File: src/rtl/serial_dl11.sv
// serial_dl11 -- DL11-style console register file.
//
// Sits between the CPU bus and a serial_rx / serial_tx UART pair. Bytes
// coming from serial_rx are drained into a small FIFO. The CPU sees the
// four classic registers RCSR / RBUF / XCSR / XBUF. Transmit bytes are
// handed to serial_tx by a small sequencer. Level interrupt requests are
// raised for receive-done and transmit-ready.
//
// Ports:
//   clk, reset          system clock, asynchronous active-low reset
//   sel, addr, wr, rd   register window select, index (0 RCSR, 1 RBUF,
//                       2 XCSR, 3 XBUF), one-cycle write / read strobes
//   wdata, rdata        write data, read data (combinational from addr)
//   rx_byte, rx_ready   byte and byte-valid from serial_rx
//   rx_read             one-cycle acknowledge to serial_rx
//   tx_byte, tx_send    byte and one-cycle start pulse to serial_tx
//   tx_busy             serial_tx busy indication
//   rx_irq, tx_irq      registered level interrupt requests
module serial_dl11 #(
  parameter int RXF_AW = 2
) (
  input  logic        clk,
  input  logic        reset,
  input  logic        sel,
  input  logic [1:0]  addr,
  input  logic        wr,
  input  logic        rd,
  input  logic [15:0] wdata,
  output logic [15:0] rdata,
  input  logic [7:0]  rx_byte,
  input  logic        rx_ready,
  output logic        rx_read,
  output logic [7:0]  tx_byte,
  output logic        tx_send,
  input  logic        tx_busy,
  output logic        rx_irq,
  output logic        tx_irq
);

  localparam int DEPTH = 2 ** RXF_AW;
  localparam logic [RXF_AW:0] PTR_ONE = {{RXF_AW{1'b0}}, 1'b1};

  typedef enum logic [1:0] {
    IDLE  = 2'd0,
    SEND  = 2'd1,
    WAITB = 2'd2,
    WAITD = 2'd3
  } tx_state_t;

  // ---------------------------------------------------------------------------
  // Storage
  // ---------------------------------------------------------------------------
  logic [7:0]      fifo_mem_r [DEPTH];
  logic [RXF_AW:0] wptr_r;
  logic [RXF_AW:0] rptr_r;
  logic            ovr_r;
  logic            rie_r;
  logic            xie_r;
  logic            xready_r;
  logic            pending_r;
  logic [7:0]      xbuf_r;
  logic            rx_read_r;
  logic            tx_send_r;
  logic [7:0]      tx_byte_r;
  logic            rx_irq_r;
  logic            tx_irq_r;
  tx_state_t       state_r;
  tx_state_t       next_state_s;

  // ---------------------------------------------------------------------------
  // Decode
  // ---------------------------------------------------------------------------
  logic       empty_s;
  logic       full_s;
  logic [7:0] head_s;
  logic       rcsr_wr_s;
  logic       xcsr_wr_s;
  logic       xbuf_wr_s;
  logic       rbuf_rd_s;
  logic       pop_s;
  logic       capture_s;
  logic       push_s;
  logic       overrun_s;
  logic       unused_bits_s;

  assign empty_s = (wptr_r == rptr_r);
  // Same slot but opposite lap bit: the writer is a full lap ahead.
  assign full_s  = (wptr_r[RXF_AW-1:0] == rptr_r[RXF_AW-1:0]) &&
                   (wptr_r[RXF_AW] != rptr_r[RXF_AW]);
  assign head_s  = empty_s ? 8'h00 : fifo_mem_r[rptr_r[RXF_AW-1:0]];

  assign rcsr_wr_s = sel & wr & (addr == 2'd0);
  assign xcsr_wr_s = sel & wr & (addr == 2'd2);
  assign xbuf_wr_s = sel & wr & (addr == 2'd3);
  assign rbuf_rd_s = sel & rd & (addr == 2'd1);
  assign pop_s     = rbuf_rd_s & ~empty_s;

  // The acknowledge occupies one cycle. serial_rx drops rx_ready in response,
  // so masking by last cycle's rx_read stops a byte from being taken twice.
  assign capture_s = rx_ready & ~rx_read_r;
  // A pop on the same cycle frees the slot that the push needs.
  assign push_s    = capture_s & (~full_s | pop_s);
  assign overrun_s = capture_s & full_s & ~pop_s;

  assign unused_bits_s = ^wdata[15:8];

  // Register read mux
  always_comb begin
    rdata = 16'h0000;
    case (addr)
      2'd0:    rdata = {8'h00, ~empty_s, rie_r, 6'b000000};
      2'd1:    rdata = {ovr_r, ovr_r, 6'b000000, head_s};
      2'd2:    rdata = {8'h00, xready_r, xie_r, 6'b000000};
      2'd3:    rdata = 16'h0000;
      default: rdata = 16'h0000;
    endcase
  end

  // ---------------------------------------------------------------------------
  // Receive path
  // ---------------------------------------------------------------------------

  // FIFO storage and pointers
  always_ff @(posedge clk or negedge reset) begin
    if (!reset) begin
      for (int i = 0; i < DEPTH; i++) begin
        fifo_mem_r[i] <= 8'h00;
      end
      wptr_r <= {(RXF_AW + 1){1'b0}};
      rptr_r <= {(RXF_AW + 1){1'b0}};
    end else begin
      if (push_s) begin
        fifo_mem_r[wptr_r[RXF_AW-1:0]] <= rx_byte;
        wptr_r <= wptr_r + PTR_ONE;
      end
      if (pop_s) begin
        rptr_r <= rptr_r + PTR_ONE;
      end
    end
  end

  // Acknowledge pulse and sticky overrun flag
  always_ff @(posedge clk or negedge reset) begin
    if (!reset) begin
      rx_read_r <= 1'b0;
      ovr_r     <= 1'b0;
    end else begin
      rx_read_r <= capture_s;
      if (overrun_s) begin
        ovr_r <= 1'b1;
      end else if (rbuf_rd_s) begin
        // Any RBUF read clears overrun, even with the FIFO empty.
        ovr_r <= 1'b0;
      end else begin
        ovr_r <= ovr_r;
      end
    end
  end

  // ---------------------------------------------------------------------------
  // Control registers and transmit buffer
  // ---------------------------------------------------------------------------

  // Interrupt enables
  always_ff @(posedge clk or negedge reset) begin
    if (!reset) begin
      rie_r <= 1'b0;
      xie_r <= 1'b0;
    end else begin
      if (rcsr_wr_s) begin
        rie_r <= wdata[6];
      end
      if (xcsr_wr_s) begin
        xie_r <= wdata[6];
      end
    end
  end

  // Transmit holding buffer, XREADY and byte-pending flag
  always_ff @(posedge clk or negedge reset) begin
    if (!reset) begin
      xbuf_r    <= 8'h00;
      xready_r  <= 1'b1;
      pending_r <= 1'b0;
    end else begin
      if (xbuf_wr_s && xready_r) begin
        xbuf_r    <= wdata[7:0];
        xready_r  <= 1'b0;
        pending_r <= 1'b1;
      end else if ((state_r == WAITD) && !tx_busy) begin
        xready_r <= 1'b1;
      end else if (state_r == SEND) begin
        pending_r <= 1'b0;
      end else begin
        xready_r  <= xready_r;
        pending_r <= pending_r;
      end
    end
  end

  // ---------------------------------------------------------------------------
  // Transmit sequencer
  // ---------------------------------------------------------------------------

  // Sequencer state register
  always_ff @(posedge clk or negedge reset) begin
    if (!reset) begin
      state_r <= IDLE;
    end else begin
      state_r <= next_state_s;
    end
  end

  // Sequencer next-state logic
  always_comb begin
    next_state_s = state_r;
    case (state_r)
      IDLE: begin
        if (!xready_r && pending_r) begin
          next_state_s = SEND;
        end else begin
          next_state_s = IDLE;
        end
      end
      SEND: next_state_s = WAITB;
      WAITB: begin
        if (tx_busy) begin
          next_state_s = WAITD;
        end else begin
          next_state_s = WAITB;
        end
      end
      WAITD: begin
        if (!tx_busy) begin
          next_state_s = IDLE;
        end else begin
          next_state_s = WAITD;
        end
      end
      default: next_state_s = IDLE;
    endcase
  end

  // The start pulse and byte are registered from next state, so they are
  // valid exactly while the sequencer sits in SEND.
  always_ff @(posedge clk or negedge reset) begin
    if (!reset) begin
      tx_send_r <= 1'b0;
      tx_byte_r <= 8'h00;
    end else begin
      tx_send_r <= (next_state_s == SEND);
      if (next_state_s == SEND) begin
        tx_byte_r <= xbuf_r;
      end
    end
  end

  // Interrupt requests, one cycle behind their sources
  always_ff @(posedge clk or negedge reset) begin
    if (!reset) begin
      rx_irq_r <= 1'b0;
      tx_irq_r <= 1'b0;
    end else begin
      rx_irq_r <= rie_r & ~empty_s;
      tx_irq_r <= xie_r & xready_r;
    end
  end

  assign rx_read = rx_read_r;
  assign tx_send = tx_send_r;
  assign tx_byte = tx_byte_r;
  assign rx_irq  = rx_irq_r;
  assign tx_irq  = tx_irq_r;

endmodule

File: config.mk
export PLATFORM = sky130hd
export DESIGN_NAME = serial_dl11
export DESIGN_NICKNAME = d
export VERILOG_FILES = /design/src/rtl/serial_dl11.sv
export SDC_FILE = /design/constraint.sdc
export NUM_CORES = 1
export LEC_CHECK = 0
export ABC_AREA = 1
export ABC_CLOCK_PERIOD_IN_PS = 1600
export CAP_MARGIN = 20
export CORE_MARGIN = 1.5
export CORE_UTILIZATION = 26
export DETAILED_ROUTE_END_ITERATION = 10
export GPL_TIMING_DRIVEN = 0
export PLACE_DENSITY = 0.44
export SLEW_MARGIN = 20
export SYNTH_ARGS = -nofsm -noshare
export SYNTH_HDL_FRONTEND = slang
export SYNTH_SLANG_ARGS = --single-unit
File: constraint.sdc
create_clock -name clk -period 1.6 [get_ports clk]
set_input_delay 0.32 -clock clk [delete_from_list [all_inputs] [get_ports clk]]
set_output_delay 0.32 -clock clk [all_outputs]
set_load 0.02 [all_outputs]
==> summary.md <==
The logs give 61.1% for the worst relative slew slack and 200 for the number of design-rule violations left by the first detailed-router iteration. Between clock sinks in the finished design, the worst skew comes to 0.00496 ns. Timing would allow up to 0.521 GHz.

The power per unit of standard cell area came out at 1940 nW/um^2. Once placement finished, the instance area stood at 3810 um^2. After routing, the total negative slack on setup checks comes to -2.37 ns.

The worst setup path is launched from a register. The area share of and/or/nand/nor cells after synthesis was 29.8%; the top-area cell type share of the netlist area was 51.1%. Largest voltage drop on the vdd net: 583 uV. The synthesized design contains 0 enable-type register cells. The worst path needs 1.92 ns of the cycle, external delays included.

The run gives 11600 um^2 as the core region area. In the synthesized netlist, the cells that appear most often are nand2_1, dfrtp_1, o21ai_0, nor2_1, nand4_1. Once placement completed, the tool counted placed cells totaling 578.

For the cell area after layout, the log shows 4420 um^2. Cells with a size suffix above 1 make up 20.7% of the layout. The end of the worst register-to-register path was wptr_r[2]$_DFFE_PN0P_. The tools report the final cell utilization of the core as 38.2%. The number of max-cap violations came out at 0. The number of storage elements in the synthesis netlist came out at 65. CTS saw 65 sinks.

The run gives 3130 um^2 as the total standard cell area after synthesis. The run gives 1630 um^2 as the area used by sequential logic in the layout. After detailed routing, the total wire length is 9150 um.

Setup violations remaining at the end of the flow were counted as 9. Detailed-router iteration count before antenna repair: 5. The most common cell in the synthesized netlist is nand2_1. The run gives 27.1% as the initial cell density of the core. The setup path with the least slack is of type register to output pin. The arrival time of the worst setup path was 1.60 ns; the clock network fraction of total power was 21.9%.

Of the total power, the share spent switching nets is 39.9%. The setup check on the worst reg-to-reg path leaves a slack of 0 ns. The logs give 1.28 ns for the data required time of the worst path and 2.19 nW for the reported leakage power. The port buffer count came out at 46.

Dividing the detail-routed wire length by the instance count gives 15.1 um. Share of the clock period used by the worst path: 120%. For the cell-internal power, the log shows 5.16 mW. Maximum net fanout on the critical path: 8.

The most used flip-flop cell after synthesis is dfrtp_1. For this run, the post-layout net count is 497. The H-tree was split into 3 levels. The later pin in the worst-skew pair is clocked with a latency of 0.33 ns. Once detail routing completed, the nets flagged for antenna violations numbered 0.

Of the synthesized area, sequential elements account for 52.0%. The area growth from synthesis to layout is 41.2%. After detailed routing, the number of remaining DRC violations is 0.

The Yosys step of the flow raised 0 warnings. Hold is met by 0.470 ns. The HPWL after detailed placement is 6140 um. The floorplan step defined a die boundary enclosing 12700 um^2.

Counting the fill cells in the layout gives 1211. The final worst setup slack came out at -0.320 ns. For the pin with the worst max-slew slack, the measured transition is 0.583 ns. Multi-input logic area: 1420 um^2. The cell count after synthesis is 383. The share of async-settable or async-resettable flops after synthesis works out to 100%. The run gives 606 as the number of standard cells in the layout, taps in and fillers out. The detailed router placed 2833 vias in this run. In this run the worst hold path is classified as input port to asynchronous set/reset pin. The number of antenna violations at the first check in global routing was 0.

Yosys attributes the largest share of cell area to dfrtp_1, nand2_1, nand4_1. Entering global routing, the biggest net connects 38 pins. 0 antenna diodes ended up in the layout. Counting distinct cell types in the post-synthesis netlist gives 24. The height of the die was 113 um; the number of buffers added by the clock tree synthesis step was 9. The global-route wire length before repair is 14700 um, and the compound-gate portion of the synthesized area is 7.23%. Summing the areas of all fa, ha and maj instances in the mapped netlist gives 2.00% of the synthesized area. The worst setup path is captured at an output pin.

The routability-driven placement congestion ratio came out at 0.763. In this run the count of I/O pins placed on the die edge is 61. For this design the total switching power over the nets is 3.43 mW. Summing the areas of all xor and xnor instances in the mapped netlist gives 0.280% of the synthesized area. The logs give 0 for the final hold violation count and 8.59 mW for the total power after layout.

The path depth of the worst reg2reg path was 11; the horizontal die dimension was 113 um. The run gives 0 as the final max-slew violation count. The total overflow left after global routing is 0. After detailed routing, the number of vias per cell comes to 4.67. Row generation in the floorplan step produced 39 rows. Setup repair after global routing could not meet its margin everywhere.

Combinational logic is responsible for 45.6% of the overall power. Sequential cells account for 32.5% of the total power. The run finished, with violations left.

The checks that failed: setup timing. TritonCTS built the clock tree. No sink is reached through more buffers than the 2 on the longest clock path. The run gives -0.884 ns as the pre-CTS setup slack. The root buffer cell was clkbuf_16. The total track usage came out at 14.9%.

Top cell type by total area after synthesis: dfrtp_1. The multiplexer share of the synthesized area came out at 0%. The via count of the first global-routing pass was 2793; the clock transition at the registers of the reported paths was 0.06 ns. Average cell area after synthesis: 8.18 um^2. After synthesis, the largest family of logic cells by area is simple AND/OR/NAND/NOR gates. The worst reg2reg path startpoint was rptr_r[0]$_DFFE_PN0P_.
cell families (layout without fill, tap and decap cells):
logic type,count (synthesis),after routing
AND/OR/NAND/NOR,213,214
flip-flops,65,65
AO/OA/AOI/OAI,45,45
XOR/XNOR,1,1
adder cells (fa/ha/maj),5,5
buffers and inverters,53,127
other,1,6
worst max path at each step:
| stage | from | endpoint | slack [ns] | depth (start not counted) |
|---|---|---|---|---|
| 2_1_floorplan | rptr_r[0]$_DFFE_PN0P_ | rdata[0] | -0.07 | 8 |
| 3_3_place_gp | reset | tx_byte[4]$_DFFE_PN0P_ | -2.25 | 1 |
| 3_5_place_dp | addr[1] | rdata[0] | -0.88 | 7 |
| 4_1_cts | rptr_r[0]$_DFFE_PN0P_ | rdata[2] | -0.31 | 9 |
| 5_1_grt | rptr_r[0]$_DFFE_PN0P_ | rdata[0] | -0.40 | 9 |
| 6_report | rptr_r[0]$_DFFE_PN0P_ | rdata[2] | -0.32 | 9 |
power by group through the flow:
stage | logic [mW] | registers (mW) | clock network (mW)
after global placement | 3.09 | 2.77 | 0
after floorplan | 1.94 | 2.80 | 0
after detailed placement | 3.12 | 2.77 | 0
after CTS | 3.74 | 2.77 | 1.91
after global routing | 4.33 | 2.87 | 1.99
final | 3.91 | 2.79 | 1.88
flip-flops by register name (all words and copies together), names as in the netlist, 2 cells and up:
| register | count |
|---|---|
| state_r | 2 |
| wptr_r | 3 |
| tx_byte | 8 |
| xbuf_r | 8 |
| fifo_mem_r | 32 |
| rptr_r | 3 |
critical path, cell delays in order (launching register included):
cell and delay, ns:
dfrtp_1 0.39, buf_6 0.15, inv_8 0.08, nand2_4 0.04, nand2_2 0.08, nor2_4 0.05
nand2_4 0.10, nand2_8 0.09, a21oi_2 0.13, buf_4 0.15
per-layer routing:
layer	vias up	share of wire (%)	GRT usage, %	wire length, um
li1	1389	-	-	-
met1	1354	48	20.4	4360
met2	80	46	23.1	4180
met3	10	4.9	3.64	452
met4	0	1.7	5.06	155
met5	-	0	0	0
layout make-up:
type / instances / share of cell area (%)
inverter: 28 / 2.60
multi-input combinational: 271 / 32.1
sequential: 65 / 36.9
tap: 143 / 4.05
buffer: 21 / 4.22
timing repair buffer: 63 / 13.8
clock inverter: 2 / 0.283
clock buffer: 13 / 6.11
timing repair:
item | CTS | global route
setup buffers | 10 | 3
endpoints found under the hold margin | 28 | 0
hold buffers | 1 | 0
pin swaps | 11 | 4
setup endpoints to repair | 60 | 56
gates resized for setup | 106 | 20
gates cloned | 3 | 0
cell usage in the layout (no fill, tap or decap), drive strengths merged, types with 5 or more instances in the layout:
cell type | netlist | final
a21oi | 7 | 7
buf | 17 | 41
clkbuf | 8 | 19
clkdlybuf4s50 | 0 | 23
conb | 1 | 6
dfrtp | 64 | 64
dlygate4sd2 | 0 | 11
ha | 5 | 5
inv | 28 | 28
nand2 | 125 | 125
nand3 | 16 | 17
nand4 | 33 | 33
nor2 | 39 | 39
o21ai | 37 | 37
Note: power is estimated with default switching activity, not from simulation.
